File: src/rtl/alu_issue_queue.sv
// rtl/alu_issue_queue.sv - FIFO issue queue feeding one-hot ALU operations downstream
// Illegal (zero or multi-hot) function codes are dropped at the input and counted.
module alu_issue_queue #(
    parameter int DEPTH = 4
) (
    input  logic       clk,
    input  logic       rst,
    input  logic       in_valid,
    output logic       in_ready,
    input  logic [3:0] in_A,
    input  logic [3:0] in_B,
    input  logic [7:0] in_fncode,
    input  logic       stall,
    output logic       out_valid,
    output logic [3:0] out_A,
    output logic [3:0] out_B,
    output logic [7:0] out_fncode,
    output logic [4:0] count,
    output logic       reject,
    output logic [7:0] reject_cnt
);

    localparam int AW = (DEPTH > 1) ? $clog2(DEPTH) : 1;

    logic [15:0]   mem [DEPTH];
    logic [AW-1:0] wr_ptr;
    logic [AW-1:0] rd_ptr;
    logic          fn_onehot;
    logic          handshake;
    logic          push;
    logic          pop;
    logic          bad_op;
    logic [15:0]   head;

    assign in_ready  = (count < 5'(DEPTH));
    assign fn_onehot = (in_fncode != 8'd0) && ((in_fncode & (in_fncode - 8'd1)) == 8'd0);
    assign handshake = in_valid && in_ready;
    assign push      = handshake && fn_onehot;
    assign bad_op    = handshake && !fn_onehot;
    // Pop decision uses the pre-push count, so a freshly written entry is never bypassed.
    assign pop       = (count != 5'd0) && !stall;
    assign head      = mem[rd_ptr];

    always_ff @(posedge clk) begin
        if (push) begin
            mem[wr_ptr] <= {in_A, in_B, in_fncode};
        end
    end

    always_ff @(posedge clk) begin
        if (rst) begin
            wr_ptr     <= '0;
            rd_ptr     <= '0;
            count      <= 5'd0;
            out_valid  <= 1'b0;
            out_A      <= 4'd0;
            out_B      <= 4'd0;
            out_fncode <= 8'd0;
            reject     <= 1'b0;
            reject_cnt <= 8'd0;
        end else begin
            if (push) begin
                wr_ptr <= wr_ptr + 1'b1;
            end
            if (pop) begin
                rd_ptr     <= rd_ptr + 1'b1;
                out_A      <= head[15:12];
                out_B      <= head[11:8];
                out_fncode <= head[7:0];
                out_valid  <= 1'b1;
            end else begin
                out_valid  <= 1'b0;
            end
            case ({push, pop})
                2'b10:   count <= count + 5'd1;
                2'b01:   count <= count - 5'd1;
                default: count <= count;
            endcase
            reject <= bad_op;
            if (bad_op && (reject_cnt != 8'hFF)) begin
                reject_cnt <= reject_cnt + 8'd1;
            end
        end
    end

endmodule

File: config.mk
export PLATFORM = sky130hd
export DESIGN_NAME = alu_issue_queue
export DESIGN_NICKNAME = d
export VERILOG_FILES = /design/src/rtl/alu_issue_queue.sv
export SDC_FILE = /design/constraint.sdc
export NUM_CORES = 1
export LEC_CHECK = 0
export ABC_AREA = 0
export CAP_MARGIN = 20
export CORE_ASPECT_RATIO = 1.75
export CORE_MARGIN = 1.5
export CORE_UTILIZATION = 44
export CTS_BUF_LIST = sky130_fd_sc_hd__clkbuf_8
export DETAILED_ROUTE_END_ITERATION = 10
export GPL_TIMING_DRIVEN = 0
export PLACE_DENSITY = 0.71
export SYNTH_ARGS = -nofsm -noshare
export SYNTH_HDL_FRONTEND = slang
export SYNTH_SLANG_ARGS = --single-unit
export TNS_END_PERCENT = 5
File: constraint.sdc
create_clock -name clk -period 3.72 [get_ports clk]
set_input_delay 0.744 -clock clk [delete_from_list [all_inputs] [get_ports clk]]
set_output_delay 0.744 -clock clk [all_outputs]
set_load 0.005 [all_outputs]
* After elaboration in Yosys (flattened, before gate mapping)
Memory sizes are Yosys's and may differ from the RTL's. A register that Yosys moved wholly into a read port is not among the register bits. Index checks and enable logic that the tools add are counted.
Cells by class: add/subtract/negate cells 6, magnitude comparators 1, equal/unequal tests 3, multiplexer cells 4, bitwise gates (word level) 1, reductions and logical operators 12
Operators by type and width (number):
- 5-bit case mux with 2 select lines | 1
- 8-bit by 1-bit adder with 8-bit output, second input constant | 1
- 8-bit bitwise AND | 1
- 8-bit logical NOT | 1
- 8-bit != test, second input constant | 1
- 8-bit nonzero test | 1
- 8-bit by 1-bit subtractor with 8-bit output, second input constant | 1
- 1-bit logical AND | 6
- 5-bit by 1-bit adder with 5-bit output, second input constant | 1
- 5-bit by 3-bit < comparator with 1-bit output, second input constant | 1
- 5-bit nonzero test | 1
- 5-bit by 1-bit subtractor with 5-bit output, second input constant | 1
- 2-bit by 1-bit adder with 2-bit output, second input constant | 2
- 1-bit 2-to-1 mux | 3
- 2-bit by 1-bit == test with 1-bit output, second input constant | 1
- 2-bit == test, second input constant | 1
- 1-bit logical NOT | 2
- 2-bit nonzero test | 1
Word-level totals: bits in registers 19, memory bits (writable) 64, bits of input ports 20, output and inout port bits 32, logic and storage cells 34, memories 1
Memory list:
- mem | depth 4, bits a word 16, rd ports 1, clocked after Yosys merged registers in 1, wr ports 1, line 25 | logic [15:0] mem [DEPTH];

* Depth between registers and ports, before layout
Gate-level depths: netlist (run 1).
depth in word-level cells 7, depth in mapped cells 14

* Worst setup path before layout (run 1)
No wires, ideal clock.
kind input to register, start point input port in_fncode[2], end point register count[4], setup time 128 ps, data arrival time 3138 ps, data required time 3592 ps, slack 454 ps, stages on the path 13, path buffers 0, cell sequence nor4_4 > nand4b_1 > and4_1 > a21oi_1 > inv_1 > ha_1 > ha_1 > nor2b_1 > o21ai_0 > a21oi_1 > nor3_1 > xnor2_1 > nor2_1
On the way: cells in the longest elaborated chain, start to end 7, elaborated cells between the ends (all ways) 10, those cells by class add/sub: 1; eq/ne: 2; mux: 1; bitwise: 1; reduce/logical: 5
Ends and longest elaborated chain:
- start: declaration | line 12 | input logic [7:0] in_fncode,
- 8-bit by 1-bit subtractor with 8-bit output | line 36 | assign fn_onehot = (in_fncode != 8'd0) && ((in_fncode & (in_fncode - 8'd1)) == 8'd0);
- 8-bit bitwise AND | line 36
- 8-bit logical NOT | line 36
- 1-bit logical AND * | line 36
- 1-bit logical AND * | line 38 | assign push = handshake && fn_onehot;
- 2-bit by 1-bit == test with 1-bit output or 2-bit == test (tied branches) | line 74 | case ({push, pop})
- 5-bit case mux with 2 select lines or 2-bit nonzero test (tied branches)
- end signal: assignment | line 75 | 2'b10: count <= count + 5'd1;
- end signal: assignment | line 76 | 2'b01: count <= count - 5'd1;
- end signal: assignment | line 77 | default: count <= count;
- end: declaration | line 18 | output logic [4:0] count,
Mark *: on every way between the ends. The rest lies on a longest branch, timed or not. A chain may end at the register's enable or synchronous reset.

* Worst setup path after layout (run 1)
start point input port in_fncode[7], end point register count[4]
Same word-level chain as after synthesis.

==> flow_summary.json, run 1 <==
{
  "status": "finished, final reports clean",
  "via_per_inst": 5.19,
  "pre_cts_slack_ns": -0.510,
  "wire_per_inst_um": 15.5,
  "wl_met2_mm": 3.83,
  "drt_first_pass_iters": 4,
  "setup_violations": 0,
  "required_ns": 3.96,
  "period_share_pct": 91.5,
  "cts_tree": "built",
  "path_class": "in2reg",
  "endpoint_kind": "flip-flop",
  "dr_wl_met3_um": 223,
  "clk_latency_ns": 0.36,
  "grt_pass1_wl_mm": 11.8,
  "cts_root_buf": "clkbuf_8",
  "syn_area_per_cell_um2": 13.9,
  "m1WireLength_mm": 2.96,
  "maxSlewViolCount": 0,
  "report.final.hold_viol_count": 0,
  "slew_headroom_pct": 42.2,
  "worstPathMaxFanout": 7,
  "via_count": 2418,
  "ir_worst_vdd_mv": 0.253,
  "leakage_nw": 1.56,
  "power_density_nw_per_um2": 387,
  "hp-start": "out_A[1]$_SDFFE_PP0P_",
  "wl_mm": 7.20,
  "fp.dieH_um": 129,
  "critPathLaunch": "in_fncode[7]",
  "worstReg2RegStart": "count[4]$_SDFFE_PP0P_",
  "drc_errors": 0,
  "min_period_ns": 3.41,
  "netlist_area_um2": 3990,
  "die_area_um2": 9660,
  "max_freq_mhz": 294,
  "finalPower_mw": 1.86,
  "fp.coreArea_um2": 8730,
  "pin_count": 52,
  "drive_gt1_share_pct": 12.0,
  "fin_worst_skew_ns": 0.00612,
  "die_w_um": 75.0,
  "grt_max_degree": 17,
  "cp-start-kind": "input pin",
  "worst_slack_ns": 0.315,
  "hold_class": "reg2reg",
  "synthArstFlopShare_pct": 0,
  "cts.sinks": 99,
  "io_buffers": 50,
  "synth_edf_count": 64,
  "final_nets": 377,
  "antenna_left": 0,
  "rsz0062_at_grt": "no",
  "cts_max_level": 3,
  "gp_congestion": 0.799,
  "num-fill-cells": 742,
  "grt_pass1_vias": 2410,
  "drtIter0Drc": 138,
  "synth-main-ff-cell": "edfxtp_1",
  "cts_buffers": 9,
  "worst_pin_slew_ns": 0.867,
  "cp.arrival_ns": 3.64,
  "grt-ovfl-total": 0,
  "grt_antenna_before_repair": 0,
  "track_usage_pct": 16.6,
  "cts.clk_slew.worst_paths_ns": 0.08,
  "start_util_pct": 45.7,
  "clock_path_buffers": 2,
  "syn-instance-count": 287,
  "yosys.cell_types.count": 39,
  "yosysWarnings": 0,
  "synth-seq-cells": 99,
  "ys_seq_area_share_pct": 65.8,
  "rows": 45,
  "diodes": 0,
  "maxCapViolCount": 0,
  "synth.net_count": 317,
  "routed.top_layer": "met4",
  "area_delta_synth_final_pct": 20.5,
  "dp_hpwl_mm": 5.20,
  "hold_ws_ns": 0.458
}
[synth_stat cells (5+ instances only)]
| cell type | number | area (um^2) |
|---|---|---|
| nand3_1 | 5 | 25.0 |
| clkbuf_1 | 6 | 22.5 |
| mux4_2 | 16 | 360 |
| nand2_1 | 36 | 135 |
| nor3_1 | 6 | 30.0 |
| edfxtp_1 | 64 | 1920 |
| dfxtp_1 | 35 | 701 |
| a21oi_1 | 27 | 135 |
| inv_1 | 9 | 33.8 |
| ha_1 | 9 | 113 |
| nor2_1 | 17 | 63.8 |
[placed cells by master, fill, tap and decap left out, types with 6 or more instances in the layout]
| cell type | instances |
|---|---|
| edfxtp_1 | 64 |
| clkdlybuf4s50_1 | 45 |
| nand2_1 | 36 |
| dfxtp_1 | 35 |
| a21oi_1 | 26 |
| nor2_1 | 16 |
| mux4_2 | 16 |
| inv_1 | 9 |
| ha_1 | 9 |
| clkbuf_8 | 9 |
| nor3_1 | 6 |
| clkbuf_1 | 6 |
[layout make-up]
cell class / count / area [um^2] / area share (%)
clock inverter: 4 / 21.3 / 0.443
timing repair buffer: 50 / 513 / 10.7
sequential: 99 / 2620 / 54.6
buffer: 13 / 60.1 / 1.25
multi-input combinational: 164 / 1280 / 26.6
clock buffer: 9 / 124 / 2.58
inverter: 10 / 37.5 / 0.781
tap: 117 / 146 / 3.05
[logic make-up (layout without fill, tap and decap cells)]
| group | Yosys count | in the layout | synth area share, % |
|---|---|---|---|
| buf+inv | 24 | 86 | 2.54 |
| flops | 99 | 99 | 65.8 |
| mux | 18 | 18 | 9.60 |
| xor+xnor | 6 | 6 | 1.32 |
| simple gates | 90 | 90 | 11.7 |
| fa+ha+maj | 10 | 10 | 3.33 |
| compound gates | 40 | 40 | 5.77 |
[worst paths after layout]
kind	to	slack (ns)	cells after the start
worst max-delay path	count[4]$_SDFFE_PP0P_	0.31	14
worst min-delay path	out_A[1]$_SDFFE_PP0P_	0.46	2
worst max register to register	count[4]$_SDFFE_PP0P_	0.63	12
worst min register to register	out_A[1]$_SDFFE_PP0P_	0.46	2
[layer usage]
layer	global-route usage [%]	vias up
met2	27.6	49
li1	-	1175
met3	2.51	13
met1	20.3	1181
met4	9.20	0
met5	0	-
[per-stage QoR]
| step | setup TNS, ns | util (%) | area [um^2] | instances |
|---|---|---|---|---|
| global route | 0 | 55.0 | 4800 | 466 |
| CTS | 0 | 54.8 | 4780 | 467 |
| finish | 0 | 55.0 | 4800 | 466 |
| detailed placement | -0.930 | 53.1 | 4630 | 454 |
| global placement | -0.710 | 53.1 | 4630 | 454 |
| floorplan | 0 | - | 3990 | 287 |
[worst max-delay path: stages]
cell	delay (ns)
clkdlybuf4s50_1	0.52
nor2_1	0.23
nand4b_1	0.12
and4_2	0.30
a21oi_4	0.20
inv_1	0.09
ha_1	0.25
ha_1	0.32
nor2b_1	0.18
o21ai_0	0.12
and3_1	0.20
nor3_1	0.17
xnor2_1	0.15
nor2_1	0.05
[state kept, by name, indices dropped and copies added (netlist names)]
signal,flops
out_A,4
count,5
reject,1
out_fncode,8
mem,64
reject_cnt,8
rd_ptr,2
wr_ptr,2
out_B,4
out_valid,1
[report_power, final]
part | internal, mW | total, mW | leakage [nW] | switching (mW)
clock network | 0.226 | 0.557 | 0.0704 | 0.331
logic | 0.0572 | 0.114 | 0.629 | 0.0571
registers | 1.18 | 1.19 | 0.858 | 0.00796
[timing repair]
action	in CTS	in global routing
resized for setup	1	8
pin swaps	0	1
setup buffers	0	0
cloned	0	0
endpoints found under the setup margin	1	2
hold buffers	0	0
Power figures use the tool's default switching activity.
==> run 2: changes to the inputs <==
--- a/config.mk
+++ b/config.mk
@@ -11,9 +11,11 @@
 export CORE_MARGIN = 1.5
 export CORE_UTILIZATION = 44
 export CTS_BUF_LIST = sky130_fd_sc_hd__clkbuf_8
+export CTS_CLUSTER_DIAMETER = 40
 export DETAILED_ROUTE_END_ITERATION = 10
+export DONT_BUFFER_PORTS = 1
 export GPL_TIMING_DRIVEN = 0
-export PLACE_DENSITY = 0.71
+export PLACE_DENSITY = 0.64
 export SYNTH_ARGS = -nofsm -noshare
 export SYNTH_HDL_FRONTEND = slang
 export SYNTH_SLANG_ARGS = --single-unit
==> run 2 against run 1 <==
Effect of this change: final cell count is 9.9% lower; clock power grew 11%; die area is the same; register-to-register slack worse by 0.18 ns; critical path depth is the same; largest cell class unchanged.
==> flow_summary.json, run 2 (same netlist as run 1, synthesis figures left out) <==
{
  "status": "finished, final reports clean",
  "clk_latency_ns": 0.36,
  "critPathTopFamily": "buffers and inverters",
  "wire_per_inst_um": 17.0,
  "period_share_pct": 88.0,
  "worstPathMaxFanout": 10,
  "max_stage_delay_ns": 0.43,
  "cp_num_buf_inv": 4,
  "final_nets": 328,
  "dp_hpwl_mm": 5.02,
  "pin_count": 52,
  "area_delta_synth_final_pct": 8.16,
  "grt_pass1_vias": 2287,
  "start_util_pct": 45.7,
  "min_period_ns": 3.27,
  "rows": 45,
  "layout_common_cells": "edfxtp_1 (64), nand2_1 (36), dfxtp_1 (35)",
  "cts.clk_slew.worst_paths_ns": 0.10,
  "cts_root_buf": "clkbuf_8",
  "grt-ovfl-total": 0,
  "hold_class": "in2reg",
  "final_cell_area_um2": 4310,
  "drc_errors": 0,
  "required_ns": 3.96,
  "power_density_nw_per_um2": 435,
  "ir_worst_vdd_mv": 0.239,
  "path_cells": "nor3_2, a21o_1, buf_2, inv_2, buf_1, ha_1, inv_1, fa_1, nor2b_1, o21ai_0, and3_1, nor3_1, xnor2_1, nor2_1",
  "worst_pin_slew_ns": 0.862,
  "layout_commonest_cell": "edfxtp_1",
  "max_freq_mhz": 305,
  "cts_max_level": 3,
  "cp-start-kind": "flip-flop",
  "maxCapViolCount": 0,
  "gp_congestion": 0.711,
  "setup_tns_ns": 0,
  "report.final.hold_viol_count": 0,
  "finalPower_mw": 1.87,
  "io_buffers": 0,
  "track_usage_pct": 16.5,
  "grt_pass1_wl_mm": 11.5,
  "clock_path_buffers": 2,
  "cts.sinks": 99,
  "slowest_stage": "dfxtp_1",
  "hold_ws_ns": 0.468,
  "rsz0062_at_grt": "no",
  "diodes": 0,
  "largest_registers": "mem (64), out_fncode (8), reject_cnt (8)",
  "leakage_nw": 1.35,
  "endpoint_kind": "flip-flop",
  "path_class": "reg2reg",
  "fin_worst_skew_ns": 0.00915,
  "fp.dieH_um": 129,
  "fp.coreArea_um2": 8730,
  "regMostFlops": "mem",
  "setup_violations": 0,
  "cts_hold_buf": 0,
  "largest_register_ffs": 64,
  "placed_area_um2": 4130,
  "cts_buffers": 9,
  "cp.arrival_ns": 3.51,
  "grt_max_degree": 18,
  "grt_antenna_before_repair": 0,
  "drtIter0Drc": 99,
  "drive_gt1_share_pct": 13.9,
  "antenna_left": 0,
  "maxSlewViolCount": 0,
  "die_w_um": 75.0,
  "via_per_inst": 5.39,
  "cts_tree": "built",
  "die_area_um2": 9660,
  "utilization_pct": 49.4,
  "drt_first_pass_iters": 4,
  "via_count": 2265,
  "wl_mm": 7.14,
  "slew_headroom_pct": 42.5
}
run 2: repair_timing:
action | 4_1_cts | 5_1_grt
resized for setup | 0 | 1
buffers inserted | 0 | 0
endpoints found under the setup margin | 0 | 1
run 2: area by class of cell:
class / count / area, um^2
clock inverter: 7 / 50.0
tap: 117 / 146
multi-input combinational: 164 / 1270
fill: 765 / 4410
sequential: 99 / 2620
inverter: 10 / 37.5
buffer: 14 / 63.8
clock buffer: 9 / 124
run 2: final timing paths:
path,slack [ns],cells past startpoint,from,end
worst max register to register,0.45,14,count[2]$_SDFFE_PP0P_,count[4]$_SDFFE_PP0P_
worst max-delay path,0.45,14,count[2]$_SDFFE_PP0P_,count[4]$_SDFFE_PP0P_
worst min register to register,0.48,2,out_B[1]$_SDFFE_PP0P_,out_B[1]$_SDFFE_PP0P_
worst min-delay path,0.47,0,in_B[0],mem[2][8]$_DFFE_PP_
run 2: routing by layer:
metal | vias to the layer above | track usage [%] | part of all wire (%)
met5 | - | 0 | 0
met4 | 0 | 9.30 | 2.9
met3 | 13 | 3.37 | 4.8
met2 | 54 | 27.6 | 52
met1 | 1117 | 19.1 | 40
li1 | 1081 | - | -
run 2: where the power goes:
part	switching, mW	internal [mW]	leakage (nW)
sequential	0.00974	1.18	0.858
combinational	0.0383	0.0285	0.404
clock	0.373	0.248	0.0872
run 2: metrics by stage:
stage | std cells | setup slack [ns]
final | 420 | 0.446
after global routing | 420 | 0.122
after CTS | 420 | 0.175
after detailed placement | 404 | 0.132
after global placement | 404 | 0.179
after floorplan | 287 | 0.454
